===== src/rtl/blockram_pkg.sv =====
// Shared definitions for the dual-port block RAM: default geometry and the
// clear-sequencer state encoding.
package blockram_pkg;

   // Default geometry: 64 entries of 64 bits (8 byte lanes).
   localparam int DEFAULT_ELEMENT_BITS = 64;
   localparam int DEFAULT_NUMBER_SETS  = 64;

   // Clear-sequencer state encoding, kept as plain constants so that older
   // tooling in the flow sees simple vectors.
   typedef logic [0:0] state_t;
   localparam state_t CLEAR = 1'b0;
   localparam state_t READY = 1'b1;

endpackage : blockram_pkg


===== src/rtl/blockram_clear_fsm.sv =====
// Clear sequencer for the dual-port block RAM. After reset, or on a clear
// request while READY, it sweeps every entry once (one entry per cycle) and
// then returns to READY. Clear requests during a sweep are ignored.
module blockram_clear_fsm
   import blockram_pkg::*;
#(
   parameter  int NUMBER_SETS = DEFAULT_NUMBER_SETS,
   localparam int PTR_W       = $clog2(NUMBER_SETS)
) (
   input  logic             clk_in,
   input  logic             reset_in,
   input  logic             clear_in,
   output state_t           state_o,
   output logic [PTR_W-1:0] clear_ptr_o,
   output logic             init_busy_out
);

   localparam logic [PTR_W-1:0] LAST_PTR = PTR_W'(NUMBER_SETS - 1);

   state_t           state_q, state_d;
   logic [PTR_W-1:0] ptr_q, ptr_d;

   // Next-state logic: advance the sweep, or start one on a clear request.
   always_comb begin
      // NOTE: every signal driven here gets a default first, so no path
      // leaves it unassigned and no latch is inferred.
      state_d = state_q;
      ptr_d   = ptr_q;
      case (state_q)
         CLEAR: begin
            // The pointer wraps to 0 naturally after the last entry.
            ptr_d = ptr_q + PTR_W'(1);
            if (ptr_q == LAST_PTR) begin
               state_d = READY;
            end
         end
         default: begin
            if (clear_in) begin
               state_d = CLEAR;
               ptr_d   = '0;
            end
         end
      endcase
   end

   // State register; reset always restarts the sweep from entry 0.
   always_ff @(posedge clk_in or negedge reset_in) begin
      // NOTE: sequential state uses non-blocking assignments so every
      // register samples pre-edge values regardless of block order.
      if (!reset_in) begin
         state_q <= CLEAR;
         ptr_q   <= '0;
      end else begin
         state_q <= state_d;
         ptr_q   <= ptr_d;
      end
   end

   assign state_o       = state_q;
   assign clear_ptr_o   = ptr_q;
   assign init_busy_out = (state_q == CLEAR);

endmodule : blockram_clear_fsm


===== src/rtl/dual_port_blockram.sv =====
// Dual-port (one write, one read) block RAM with per-byte write mask,
// write-first forwarding on same-address collisions and a hardware clear
// sweep driven by blockram_clear_fsm.
// Optional feature: define BLOCKRAM_OUTPUT_REG_EN to add a registered output
// stage (read latency 2 instead of 1).
module dual_port_blockram
   import blockram_pkg::*;
#(
   parameter  int SINGLE_ELEMENT_SIZE_IN_BITS = DEFAULT_ELEMENT_BITS,
   parameter  int NUMBER_SETS                 = DEFAULT_NUMBER_SETS,
   localparam int SET_PTR_WIDTH_IN_BITS       = $clog2(NUMBER_SETS),
   localparam int NUMBER_BYTES                = SINGLE_ELEMENT_SIZE_IN_BITS / 8
) (
   input  logic                                   clk_in,
   input  logic                                   reset_in,
   input  logic                                   clear_in,
   output logic                                   init_busy_out,
   input  logic                                   write_en_in,
   input  logic [SET_PTR_WIDTH_IN_BITS-1:0]       write_set_addr_in,
   input  logic [SINGLE_ELEMENT_SIZE_IN_BITS-1:0] write_element_in,
   input  logic [NUMBER_BYTES-1:0]                write_byte_mask_in,
   input  logic                                   read_en_in,
   input  logic [SET_PTR_WIDTH_IN_BITS-1:0]       read_set_addr_in,
   output logic [SINGLE_ELEMENT_SIZE_IN_BITS-1:0] read_element_out,
   output logic                                   read_valid_out
);

   state_t                                 state;
   logic [SET_PTR_WIDTH_IN_BITS-1:0]       clear_ptr;
   logic [SINGLE_ELEMENT_SIZE_IN_BITS-1:0] mem_q [NUMBER_SETS];
   logic [SINGLE_ELEMENT_SIZE_IN_BITS-1:0] rd_data_d, rd_data_q;
   logic                                   rd_valid_q;
   logic                                   rd_accept;

   blockram_clear_fsm #(
      .NUMBER_SETS (NUMBER_SETS)
   ) u_clear_fsm (
      .clk_in        (clk_in),
      .reset_in      (reset_in),
      .clear_in      (clear_in),
      .state_o       (state),
      .clear_ptr_o   (clear_ptr),
      .init_busy_out (init_busy_out)
   );

   // Array update: the clear sweep owns the write port while CLEAR,
   // otherwise masked byte lanes are written.
   always_ff @(posedge clk_in) begin
      // NOTE: the array has no reset; the clear sweep zeroes it, which keeps
      // it mappable onto block RAM.
      if (state == CLEAR) begin
         mem_q[clear_ptr] <= '0;
      end else if (write_en_in) begin
         for (int k = 0; k < NUMBER_BYTES; k++) begin
            if (write_byte_mask_in[k]) begin
               mem_q[write_set_addr_in][8*k +: 8] <= write_element_in[8*k +: 8];
            end
         end
      end
   end

   assign rd_accept = (state == READY) && read_en_in;

   // Write-first forwarding: on a same-address collision the masked lanes
   // take the incoming write data, unmasked lanes the stored data.
   always_comb begin
      rd_data_d = mem_q[read_set_addr_in];
      for (int k = 0; k < NUMBER_BYTES; k++) begin
         if (write_en_in && (write_set_addr_in == read_set_addr_in) &&
             write_byte_mask_in[k]) begin
            rd_data_d[8*k +: 8] = write_element_in[8*k +: 8];
         end
      end
   end

   // First read stage: capture data on accepted reads, hold otherwise.
   always_ff @(posedge clk_in or negedge reset_in) begin
      if (!reset_in) begin
         rd_data_q  <= '0;
         rd_valid_q <= 1'b0;
      end else begin
         rd_valid_q <= rd_accept;
         if (rd_accept) begin
            rd_data_q <= rd_data_d;
         end
      end
   end

`ifdef BLOCKRAM_OUTPUT_REG_EN
   logic [SINGLE_ELEMENT_SIZE_IN_BITS-1:0] out_data_q;
   logic                                   out_valid_q;

   // Output register stage: forwards stage-1 results one cycle later.
   always_ff @(posedge clk_in or negedge reset_in) begin
      if (!reset_in) begin
         out_data_q  <= '0;
         out_valid_q <= 1'b0;
      end else begin
         out_valid_q <= rd_valid_q;
         if (rd_valid_q) begin
            out_data_q <= rd_data_q;
         end
      end
   end

   assign read_element_out = out_data_q;
   assign read_valid_out   = out_valid_q;
`else
   assign read_element_out = rd_data_q;
   assign read_valid_out   = rd_valid_q;
`endif

endmodule : dual_port_blockram


===== config.mk =====
export PLATFORM = sky130hd
export DESIGN_NAME = dual_port_blockram
export DESIGN_NICKNAME = d
export VERILOG_FILES = /design/src/rtl/blockram_pkg.sv /design/src/rtl/blockram_clear_fsm.sv /design/src/rtl/dual_port_blockram.sv
export SDC_FILE = /design/constraint.sdc
export NUM_CORES = 2
export LEC_CHECK = 0
export CAP_MARGIN = 5
export CORE_MARGIN = 2
export CORE_UTILIZATION = 60
export CTS_CLUSTER_DIAMETER = 80
export DETAILED_ROUTE_END_ITERATION = 16
export PLACE_DENSITY = 0.76
export SYNTH_ARGS = -nofsm -noshare
export SYNTH_HDL_FRONTEND = slang
export SYNTH_SLANG_ARGS = --single-unit

===== constraint.sdc =====
create_clock -name clk_in -period 3.24 [get_ports clk_in]
set_input_delay 0.324 -clock clk_in [delete_from_list [all_inputs] [get_ports clk_in]]
set_output_delay 0.324 -clock clk_in [all_outputs]
set_load 0.005 [all_outputs]

==> metrics.md <==
| Metric | Value |
|---|---|
| Synthesized area per cell | 21.4 um^2 |
| Critical Path Source Type | input port |
| Wire per inst | 35.5 um |
| Initial Utilization | 0.603 |
| DR vias | 87624 |
| Max-slew violation count | 0 |
| Layout cell share with drive strength beyond 1 | 0.327 |
| RSZ-0062 raised after global routing | false |
| Slew at the pin closest to its max-slew limit | 1160 ps |
| Wire length of the first global-routing pass | 643000 um |
| Die Area | 271000 um^2 |
| # IOs | 155 |
| Via density | 6.86 |
| Seq/Total Area, Yosys | 0.780 |
| Nets | 8973 |
| Initial DRC count | 13305 |
| Die Span X | 520 um |
| Overflow after GRT | 0 |
| Initial antenna violation count | 33 |
| P per Cell Area | 656 nW/um^2 |
| Final hold vios | 0 |
| Most frequent cells in the layout | edfxtp_1 (4096), buf_4 (1060), mux4_2 (1024) |
| Total wire length | 454000 um |
| Gpl congestion | 0.930 |
| Post-synthesis mux area share | 0.146 |
| Slowest cell on the critical path | nor4_2 |
| Post-synthesis simple-gate area fraction | 0.0226 |
| H-tree Lvls | 5 |
| Status | completed |
| Max VDD drop | 0.000468 V |
| Mapped Area | 160000 um^2 |
| Most common cell after layout, fill and taps aside | edfxtp_1 |
| IO Port Bufs | 154 |
| LEAKAGE | 66.8 nW |
| Cells after Synth | 7480 |
| Core ar. | 265000 um^2 |
| Yosys warnings | 0 |
| Max clock buf depth | 4 |
| Number of synthesized flops with an enable pin | 4096 |
| Die Ht | 520 um |
| Fill cell count | 14427 |
| Max-cap violation count | 0 |
| # setup viols final | 0 |
| CTS Buf Count | 408 |
| Area growth syn-to-layout | 19.0% |
| FP Rows | 189 |
| CP most frequent cell | buf_4 |
| Ys flop type | edfxtp_1 |
| Clock Skews | 63.4 ps |
| Setup Buffers After CTS | 0 |
| Hold Path Class | in -> reg |
| Detail Route Antenna Nets | 0 |
| CTS Root Cell | clkbuf_16 |
| WS Path Type | in -> reg |
| Crit path required time | 3900 ps |
| Final Non-Filler Cells | 12768 |
| Delay-heaviest family, CP | simple AND/OR/NAND/NOR gates |
| Worst-path cell chain | clkdlybuf4s50_1 > nor4_2 > buf_12 > a21oi_4 > buf_4 > mux2_2 > nor2_1 > buf_4 > nand2_1 > buf_4 > nor2_1 > buf_4 |
| Worst EP arrival | 3830 ps |
| Placed cell count | 12003 |
| Global-route usage over all layers | 0.337 |
| CTS tree | built |
| FF+latch count, synth | 4168 |
| Xor/xnor share of the synthesized area | 0.000211 |
| Final Critical Period | 3170 ps |
| Final worst path period share | 0.978 |
| Vias in the first global route | 88168 |
| FFs w/ async S/R, synth | 0.0173 |
| Synth Area in Compound Gates | 0.0388 |
| CTS clk-pin slew, worst paths | 60 ps |
| Max_slew headroom | 0.225 |
| PnR Total Power | 125 mW |
| Worst-path fanout max | 16 |
| Adder-cell share of the synthesized area | 0.0000782 |
| DR pass1 iterations | 9 |
| Worst path max stage delay | 860 ps |
| DRC violations left | 0 |
| FMAX | 316 MHz |
| Combinational family with the most area after synthesis | multiplexers |
| Post-synth cell types | 45 |
| Worst-skew pair later-pin latency | 1010 ps |
| CP Capture Type | register |
| Largest net degree at the start of global routing | 81 |
| Post-synth net total | 7570 |
| Clk sink count | 4168 |
| WP buf/inv | 6 |
| Post-detail-place hpwl | 298000 um |
## where the power goes
part / switching [mW] / internal (mW)
clock: 19.8 / 27.3
combinational: 8.22 / 5.58
sequential: 1.62 / 62.4
## per-stage QoR
| step | setup WS, ps | hold slack (ps) | setup TNS (ps) | instance area [um^2] | utilization |
|---|---|---|---|---|---|
| after floorplan | 329 | 28.4 | 0 | 160000 | - |
| after CTS | 169 | 87.6 | 0 | 190000 | 0.718 |
| final | 72.0 | 150 | 0 | 190000 | 0.718 |
| after global routing | 92.1 | 147 | 0 | 190000 | 0.718 |
| after global placement | -1310 | 407 | -5505630 | 177000 | 0.668 |
| after detailed placement | -1200 | 427 | -4683720 | 177000 | 0.668 |
## registers in the layout, summed over array words and instances, names as in the netlist
register                 count
u_clear_fsm.state_o          1
read_valid_out               1
mem_q                     4096
read_element_out            64
u_clear_fsm.clear_ptr_o      6
## synth_stat cells, types with 8 or more instances
cell      count  area [um^2]
mux2i_1      25          250
a21oi_1     289         1450
a22oi_1     512         3840
o22a_1       17          149
o41ai_1      34          298
a31oi_1      48          300
and2_1       58          363
mux4_2     1024        23100
buf_1        33          124
dfrtp_1      72         1800
clkbuf_1    299         1120
nand2_1      89          334
nand3_1      42          210
inv_1        15         56.3
nor4_1       26          163
nor2_1      589         2210
buf_4         8         60.1
o21ai_0      10         50.1
edfxtp_1   4096       123000
or4_1        15          113
buf_2       122          611
## path summary, 6_finish.rpt
kind                                                                to                              from  slack (ps)  depth (start not counted)
worst max-delay path                            mem_q[45][5]$_DFFE_PP_             write_byte_mask_in[5]          70                         12
worst min-delay path                           mem_q[16][12]$_DFFE_PP_              write_element_in[12]         150                          2
worst min register to register        read_element_out[34]$_DFFE_PN0P_  read_element_out[34]$_DFFE_PN0P_         590                          2
min in group asynchronous       u_clear_fsm.clear_ptr_o[4]$_DFFE_PN0P_                          reset_in         400                          3
worst max register to register                  mem_q[45][5]$_DFFE_PP_     u_clear_fsm.state_o$_DFF_PN0_         110                         10
max in group asynchronous              read_element_out[2]$_DFFE_PN0P_                          reset_in        2020                          4
## worst reg2reg max path: stages, from the launching register on
cell and delay [ps]:
dfrtp_1 370, nand2_1 100, a21oi_4 380, buf_4 200, mux2_2 360, nor2_1 110
buf_4 180, nand2_1 120, buf_4 210, nor2_1 480, buf_4 310
## layout make-up
cell class | instances | area, um^2 | area share
multi-input cells | 2829 | 33500 | 0.176
diodes | 34 | 85.1 | 0.000447
repair buffers | 1461 | 14500 | 0.0759
clock buffers | 488 | 10700 | 0.0561
inverters | 15 | 56.3 | 0.000296
clock inverters | 240 | 2500 | 0.0131
well taps | 3533 | 4420 | 0.0232
flip-flops and latches | 4168 | 125000 | 0.655
## layer usage
| metal | routed length, um | track usage | up-vias |
|---|---|---|---|
| met5 | 277 | 0 | - |
| met4 | 36100 | 0.229 | 38 |
| met3 | 56100 | 0.0845 | 1391 |
| met2 | 213000 | 0.518 | 6997 |
| met1 | 148000 | 0.431 | 44903 |
| li1 | - | - | 34295 |
## kinds of logic (layout without fill, tap and decap cells)
logic type      Yosys count  after routing
flops                  4168           4168
mux                    1052           1052
compound gates          925            925
simple gates            848            848
buf+inv                 483           2204
xor+xnor                  3              3
fa+ha+maj                 1              1
other cells               0             34
## timing repair
| action | 4_1_cts | 5_1_grt |
|---|---|---|
| setup endpoints to repair | 131 | 0 |
| gates resized for setup | 1 | 0 |
| hold buffers | 3 | 0 |
| hold endpoints to repair | 47 | 0 |
(Power assumes the default switching activity.)
